==> src/rtl/fifo_tx_arbiter.sv <==
// fifo_tx_arbiter: round-robin drain of two read-side FIFOs into one UART TX via start/busy handshake
module fifo_tx_arbiter #(
    parameter int DATA_W    = 8,
    parameter int BURST_MAX = 16,
    parameter int TIMEOUT   = 1000
) (
    input  logic              clk,
    input  logic              rst_n,
    input  logic              enable,
    input  logic              ch0_rdfull,
    input  logic              ch0_rdempty,
    input  logic [DATA_W-1:0] ch0_q,
    output logic              ch0_rdreq,
    input  logic              ch1_rdfull,
    input  logic              ch1_rdempty,
    input  logic [DATA_W-1:0] ch1_q,
    output logic              ch1_rdreq,
    input  logic              tx_busy,
    output logic              tx_start,
    output logic [DATA_W-1:0] tx_data,
    output logic [1:0]        grant,
    output logic              active
);
    localparam logic [15:0] TMO  = 16'(TIMEOUT);
    localparam logic [7:0]  BMAX = 8'(BURST_MAX);
    typedef enum logic [2:0] {IDLE, READ, CAPT, START, ACK, DONE} state_t;
    state_t              state_q;
    logic [15:0]         age0_q, age1_q, age0_d, age1_d;
    logic [7:0]          burst_q;
    logic [1:0]          grant_q, pick;
    logic                last1_q, ch0_rdreq_q, ch1_rdreq_q, tx_start_q, active_q;
    logic [DATA_W-1:0]   tx_data_q;
    logic                el0, el1, more;
    always_comb begin
        age0_d = (ch0_rdempty || grant_q[0]) ? 16'd0 : (age0_q == TMO) ? age0_q : age0_q + 16'd1;
        age1_d = (ch1_rdempty || grant_q[1]) ? 16'd0 : (age1_q == TMO) ? age1_q : age1_q + 16'd1;
        el0    = !ch0_rdempty && (ch0_rdfull || age0_q == TMO);
        el1    = !ch1_rdempty && (ch1_rdfull || age1_q == TMO);
        pick   = (el0 && el1) ? (last1_q ? 2'b01 : 2'b10) : el0 ? 2'b01 : 2'b10;
        more   = (burst_q < BMAX) && enable && !(grant_q[0] ? ch0_rdempty : ch1_rdempty);
    end
    // empty is re-sampled right before every read, so rdreq never hits an empty FIFO
    always_ff @(posedge clk or negedge rst_n) begin
        if (!rst_n) begin
            state_q     <= IDLE;
            age0_q      <= '0;
            age1_q      <= '0;
            burst_q     <= '0;
            grant_q     <= '0;
            last1_q     <= 1'b1;
            ch0_rdreq_q <= 1'b0;
            ch1_rdreq_q <= 1'b0;
            tx_start_q  <= 1'b0;
            tx_data_q   <= '0;
            active_q    <= 1'b0;
        end else begin
            age0_q      <= age0_d;
            age1_q      <= age1_d;
            tx_start_q  <= 1'b0;
            ch0_rdreq_q <= 1'b0;
            ch1_rdreq_q <= 1'b0;
            case (state_q)
                IDLE: if (enable && (el0 || el1)) begin
                    grant_q     <= pick;
                    burst_q     <= '0;
                    ch0_rdreq_q <= pick[0];
                    ch1_rdreq_q <= pick[1];
                    active_q    <= 1'b1;
                    state_q     <= READ;
                end
                READ: state_q <= CAPT;
                CAPT: begin
                    tx_data_q <= grant_q[0] ? ch0_q : ch1_q;
                    state_q   <= START;
                end
                START: if (!tx_busy) begin
                    tx_start_q <= 1'b1;
                    burst_q    <= burst_q + 8'd1;
                    state_q    <= ACK;
                end
                ACK: if (tx_busy) state_q <= DONE;
                DONE: if (!tx_busy) begin
                    if (more) begin
                        ch0_rdreq_q <= grant_q[0];
                        ch1_rdreq_q <= grant_q[1];
                        state_q     <= READ;
                    end else begin
                        last1_q  <= grant_q[1];
                        grant_q  <= '0;
                        active_q <= 1'b0;
                        state_q  <= IDLE;
                    end
                end
                default: state_q <= IDLE;
            endcase
        end
    end
    assign ch0_rdreq = ch0_rdreq_q;
    assign ch1_rdreq = ch1_rdreq_q;
    assign tx_start  = tx_start_q;
    assign tx_data   = tx_data_q;
    assign grant     = grant_q;
    assign active    = active_q;
endmodule

==> config.mk <==
export PLATFORM = sky130hd
export DESIGN_NAME = fifo_tx_arbiter
export DESIGN_NICKNAME = d
export VERILOG_FILES = /design/src/rtl/fifo_tx_arbiter.sv
export SDC_FILE = /design/constraint.sdc
export NUM_CORES = 1
export LEC_CHECK = 0
export CAP_MARGIN = 5
export CORE_MARGIN = 3
export CORE_UTILIZATION = 55
export CTS_BUF_LIST = sky130_fd_sc_hd__clkbuf_8
export CTS_CLUSTER_SIZE = 8
export DETAILED_ROUTE_END_ITERATION = 7
export DONT_BUFFER_PORTS = 1
export PLACE_DENSITY = 0.73
export SLEW_MARGIN = 5
export SYNTH_ARGS = -nofsm -noshare
export SYNTH_HDL_FRONTEND = slang
export SYNTH_SLANG_ARGS = --single-unit
==> constraint.sdc <==
create_clock -name clk -period 2.15 [get_ports clk]
set_input_delay 0.43 -clock clk [delete_from_list [all_inputs] [get_ports clk]]
set_output_delay 0.43 -clock clk [all_outputs]
set_load 0.03 [all_outputs]
==> results.md <==
- Run status: completed
- Crit path launch: age1_q[0]
- Instance area after placement: 3040 sq um
- Number of inserted filler cells in the final layout: between 400 and 500
- First-pass GRT wire length: between 9000 and 10000 microns
- Area growth syn-to-layout: 13.8%
- CP arrival: around 2400 ps
- Final critical-path share of the clock period: 99.7%
- Slew of the pin with the lowest slew margin: ~510 ps
- R2R depth: 7
- Clock slew at reported path FFs: 60 ps
- Post-synthesis sequential area ratio: approximately half
- Count of cell types in the netlist: 46
- Aggregate negative setup slack: 0 ps
- 1st-pass router iterations: 5
- Cell count after synthesis: 304
- Data required time at the worst endpoint: approximately 2400 ps
- Reg2Reg Launch Point: age1_q[0]
- Ordered cell list for the critical path: inv_2 -> ha_1 -> or4bb_4 -> nor4_4 -> o21bai_4 -> a21o_1 -> a311o_1
- Total detailed-routing wirelength: 5590 microns
- Setup violation total in the final timing report: 0
- Largest net degree at the start of global routing: 59
- Maximum net fanout on the critical path: 5
- Die span in x: 78.9 microns
- Number of antenna violations at the first check in global routing: 0
- Flip-flop cell with the highest count after synthesis: sky130_fd_sc_hd__dfrtp_1
- Final design area excluding fillers: 3320 sq um
- Net Count, Synth: roughly 330
- Root Buffer: sky130_fd_sc_hd__clkbuf_8
- Setup repair after global routing missed its margin: true
- Avg Inst Size Synth: 9.60 sq um
- Area enclosed by the die boundary: 6220 sq um
- Worst hold stages: 2
- Die span in y: 78.9 microns
- Max Clock Skew: roughly 6.5 ps
- Crit. End Element: flop
- Starting utilization of the core area: 59.4%
- Yosys reg bits: 58
- Clock buffer depth: 2
- Estimated wirelength of the detail-placed design: 3880 microns
- CTS tree: yes
- Final antenna diode count: 0
- Worst-Skew Late Latency: 330 ps
- Post-DR wirelength/cell: 14.3 microns
- Power density of the placed cells: 1060 nW/um^2
- Proportion of synthesized flip-flops having asynchronous set or reset: 100%
- Maximum capacitance violations: 0
- Num CTS Buffers: 9
- Routability Congestion: 0.856
- Final Hold Vio Count: 0
- Final routed DRC violation total: 0
- Launching element type of the critical path: flop
- Std cell rows: 25
- Worst hold path startpoint: tx_busy
- H-Tree Depth: 3
- Total number of nets in the final design: 348
- Clock tree sinks: 58
- Stage delay of the slowest cell on the critical path: between 400 and 500 ps
- Leakage dissipation: 1.44 nW
- Clock period minus worst slack: 2140 ps
- Violation count after the first detailed-route iteration: approximately 150
- Number of global-route vias before repair: 2229
- GR Overflow Total: 0
- Number of pins exceeding their max-slew limit in the final report: 0
- Final ANT Viol Nets: 0
- Final core utilization: 67.6%
- IO Pins: 38
- Min Hold Slack: 272 ps
- Port-buffer cells: 0
- DR vias: roughly 2200
- Post-route total power: between 3 and 4 mW
- Fraction of final layout cells with drive strength greater than 1: 15.1%
- Std-Cell Core Area: 4910 sq um
- Highest clock rate: 467 MHz
- Critical path class: flop to flop
- Overall fraction of global-route tracks in use: 20.2%
- CP max-delay cell: sky130_fd_sc_hd__or4bb_4
- Synth Cell Area: 2920 sq um
- Via density: 5.60
- Number of enable-type register cells in the synthesized netlist: 0
- Worst supply voltage drop on vdd: 0.000695 V
- Count of synthesis-stage warnings from yosys: 0
- Headroom to the max-slew limit: 65.7%
- Class of the tightest hold or removal check: input port to flop
==> flip-flops by register name, indices dropped and copies added (netlist names) <==
register   flops
ch0_rdreq      1
tx_data        8
tx_start       1
ch1_rdreq      1
active         1
age0_q        16
grant          2
burst_q        8
last1_q        1
age1_q        16
state_q        3
==> final timing paths <==
path                       slack [ps]    endpoint
max                                 6    grant[1]
min                               270  burst_q[0]
max reg2reg                         6    grant[1]
min reg2reg                       520  state_q[1]
max in group asynchronous        1250     last1_q
min in group asynchronous         620  age1_q[14]
==> final cells by class <==
| class | instances | area (sq um) | area share [%] |
|---|---|---|---|
| repair buffers | 15 | 143 | 4.30 |
| multi-input cells | 224 | 1420 | 42.7 |
| flip-flops and latches | 58 | 1450 | 43.7 |
| clock buffers | 12 | 165 | 4.97 |
| inverters | 11 | 41.3 | 1.24 |
| clock inverters | 4 | 17.5 | 0.528 |
| well taps | 67 | 83.8 | 2.52 |
==> cells in the final DEF (no fill, tap or decap), types with 2 or more instances in the layout <==
| master | netlist | layout |
|---|---|---|
| sky130_fd_sc_hd__buf_4 | 0 | 11 |
| sky130_fd_sc_hd__xnor2_1 | 9 | 9 |
| sky130_fd_sc_hd__a21oi_1 | 21 | 21 |
| sky130_fd_sc_hd__ha_1 | 5 | 5 |
| sky130_fd_sc_hd__or3_1 | 7 | 7 |
| sky130_fd_sc_hd__nand4_1 | 7 | 7 |
| sky130_fd_sc_hd__a211oi_1 | 2 | 2 |
| sky130_fd_sc_hd__a21o_1 | 3 | 3 |
| sky130_fd_sc_hd__and4_1 | 2 | 2 |
| sky130_fd_sc_hd__and3_2 | 2 | 2 |
| sky130_fd_sc_hd__clkbuf_8 | 0 | 12 |
| sky130_fd_sc_hd__nor3b_1 | 2 | 2 |
| sky130_fd_sc_hd__clkinv_2 | 0 | 2 |
| sky130_fd_sc_hd__and3_1 | 5 | 5 |
| sky130_fd_sc_hd__nand2_1 | 24 | 24 |
| sky130_fd_sc_hd__and2_1 | 2 | 2 |
| sky130_fd_sc_hd__mux2i_1 | 12 | 12 |
| sky130_fd_sc_hd__nand2b_1 | 2 | 2 |
| sky130_fd_sc_hd__o21ai_1 | 0 | 2 |
| sky130_fd_sc_hd__nand3b_1 | 3 | 3 |
| sky130_fd_sc_hd__nand3_1 | 12 | 12 |
| sky130_fd_sc_hd__nor3_1 | 7 | 7 |
| sky130_fd_sc_hd__dfrtp_1 | 57 | 57 |
| sky130_fd_sc_hd__xor2_1 | 14 | 14 |
| sky130_fd_sc_hd__or2_2 | 6 | 6 |
| sky130_fd_sc_hd__inv_1 | 11 | 12 |
| sky130_fd_sc_hd__buf_6 | 0 | 2 |
| sky130_fd_sc_hd__nor2_1 | 45 | 45 |
| sky130_fd_sc_hd__o22ai_2 | 0 | 3 |
| sky130_fd_sc_hd__o21ai_0 | 10 | 7 |
==> metal layers <==
metal  vias to the layer above  global-route usage, %  share of wire, %
met3                         4                   8.28               5.6
li1                       1081                      -                 -
met1                      1045                   24.6                43
met2                        58                   32.9                50
met5                         -                      0                 0
met4                         0                   6.70              0.64
==> report_power, final <==
part	internal (mW)	total [mW]	switching (mW)
Clock	0.500	0.888	0.388
Sequential	1.33	1.75	0.424
Combinational	0.388	0.880	0.492
Total	2.21	3.52	1.30
==> repair_timing <==
| action | in CTS | in global routing |
|---|---|---|
| gates resized for setup | 0 | 10 |
| pin swaps | 2 | 3 |
| endpoints found under the hold margin | 58 | 0 |
| setup endpoints to repair | 1 | 9 |
| hold buffers | 2 | 0 |
| setup buffers | 0 | 3 |
==> through the flow <==
stage,cells,setup WS (ps)
after floorplan,304,-22.7
after global placement,370,31.1
after detailed placement,370,-15.0
after CTS,388,10.2
after global routing,391,-96.9
final,391,6.42
==> cell usage after synthesis (2+ instances only) <==
cell,n,area (sq um)
sky130_fd_sc_hd__nand2_1,24,90.1
sky130_fd_sc_hd__and3_2,2,15.0
sky130_fd_sc_hd__or2_2,6,37.5
sky130_fd_sc_hd__a21o_1,3,22.5
sky130_fd_sc_hd__nand2b_1,2,12.5
sky130_fd_sc_hd__inv_1,11,41.3
sky130_fd_sc_hd__a211oi_1,2,15.0
sky130_fd_sc_hd__ha_1,5,62.6
sky130_fd_sc_hd__nor2_1,45,169
sky130_fd_sc_hd__dfrtp_1,57,1430
sky130_fd_sc_hd__a21oi_1,21,105
sky130_fd_sc_hd__o21ai_0,10,50.1
sky130_fd_sc_hd__or3_1,7,43.8
sky130_fd_sc_hd__nor3b_1,2,15.0
sky130_fd_sc_hd__xnor2_1,9,78.8
sky130_fd_sc_hd__o22ai_1,4,25.0
sky130_fd_sc_hd__clkbuf_1,10,37.5
sky130_fd_sc_hd__and3_1,5,31.3
sky130_fd_sc_hd__and2_1,2,12.5
sky130_fd_sc_hd__mux2i_1,12,120
sky130_fd_sc_hd__nand4_1,7,43.8
sky130_fd_sc_hd__nand3_1,12,60.1
sky130_fd_sc_hd__nand3b_1,3,22.5
sky130_fd_sc_hd__nor3_1,7,35.0
sky130_fd_sc_hd__xor2_1,14,123
sky130_fd_sc_hd__and4_1,2,17.5
==> kinds of logic (layout without fill, tap and decap cells) <==
kind of cell               Yosys count  count (layout)  share of synthesized area (%)
buffers and inverters               22              42                           2.83
AOI/OAI and AO/OA                   48              48                           9.90
adders and majority gates            5               5                           2.14
muxes                               13              13                           4.50
xor gates and xnor gates            23              23                           6.90
and+or+nand+nor                    135             135                           24.0
DFF                                 58              58                           49.8
==> worst max-delay path, delay by kind of cell (launching register included) <==
family / cells / cell delay [ps]
AND/OR/NAND/NOR: 2 / 830
AO/OA/AOI/OAI: 3 / 610
flip-flops: 1 / 390
adder cells (fa/ha/maj): 1 / 130
buffers and inverters: 1 / 70
No activity file was read; power rests on OpenSTA's default activity.
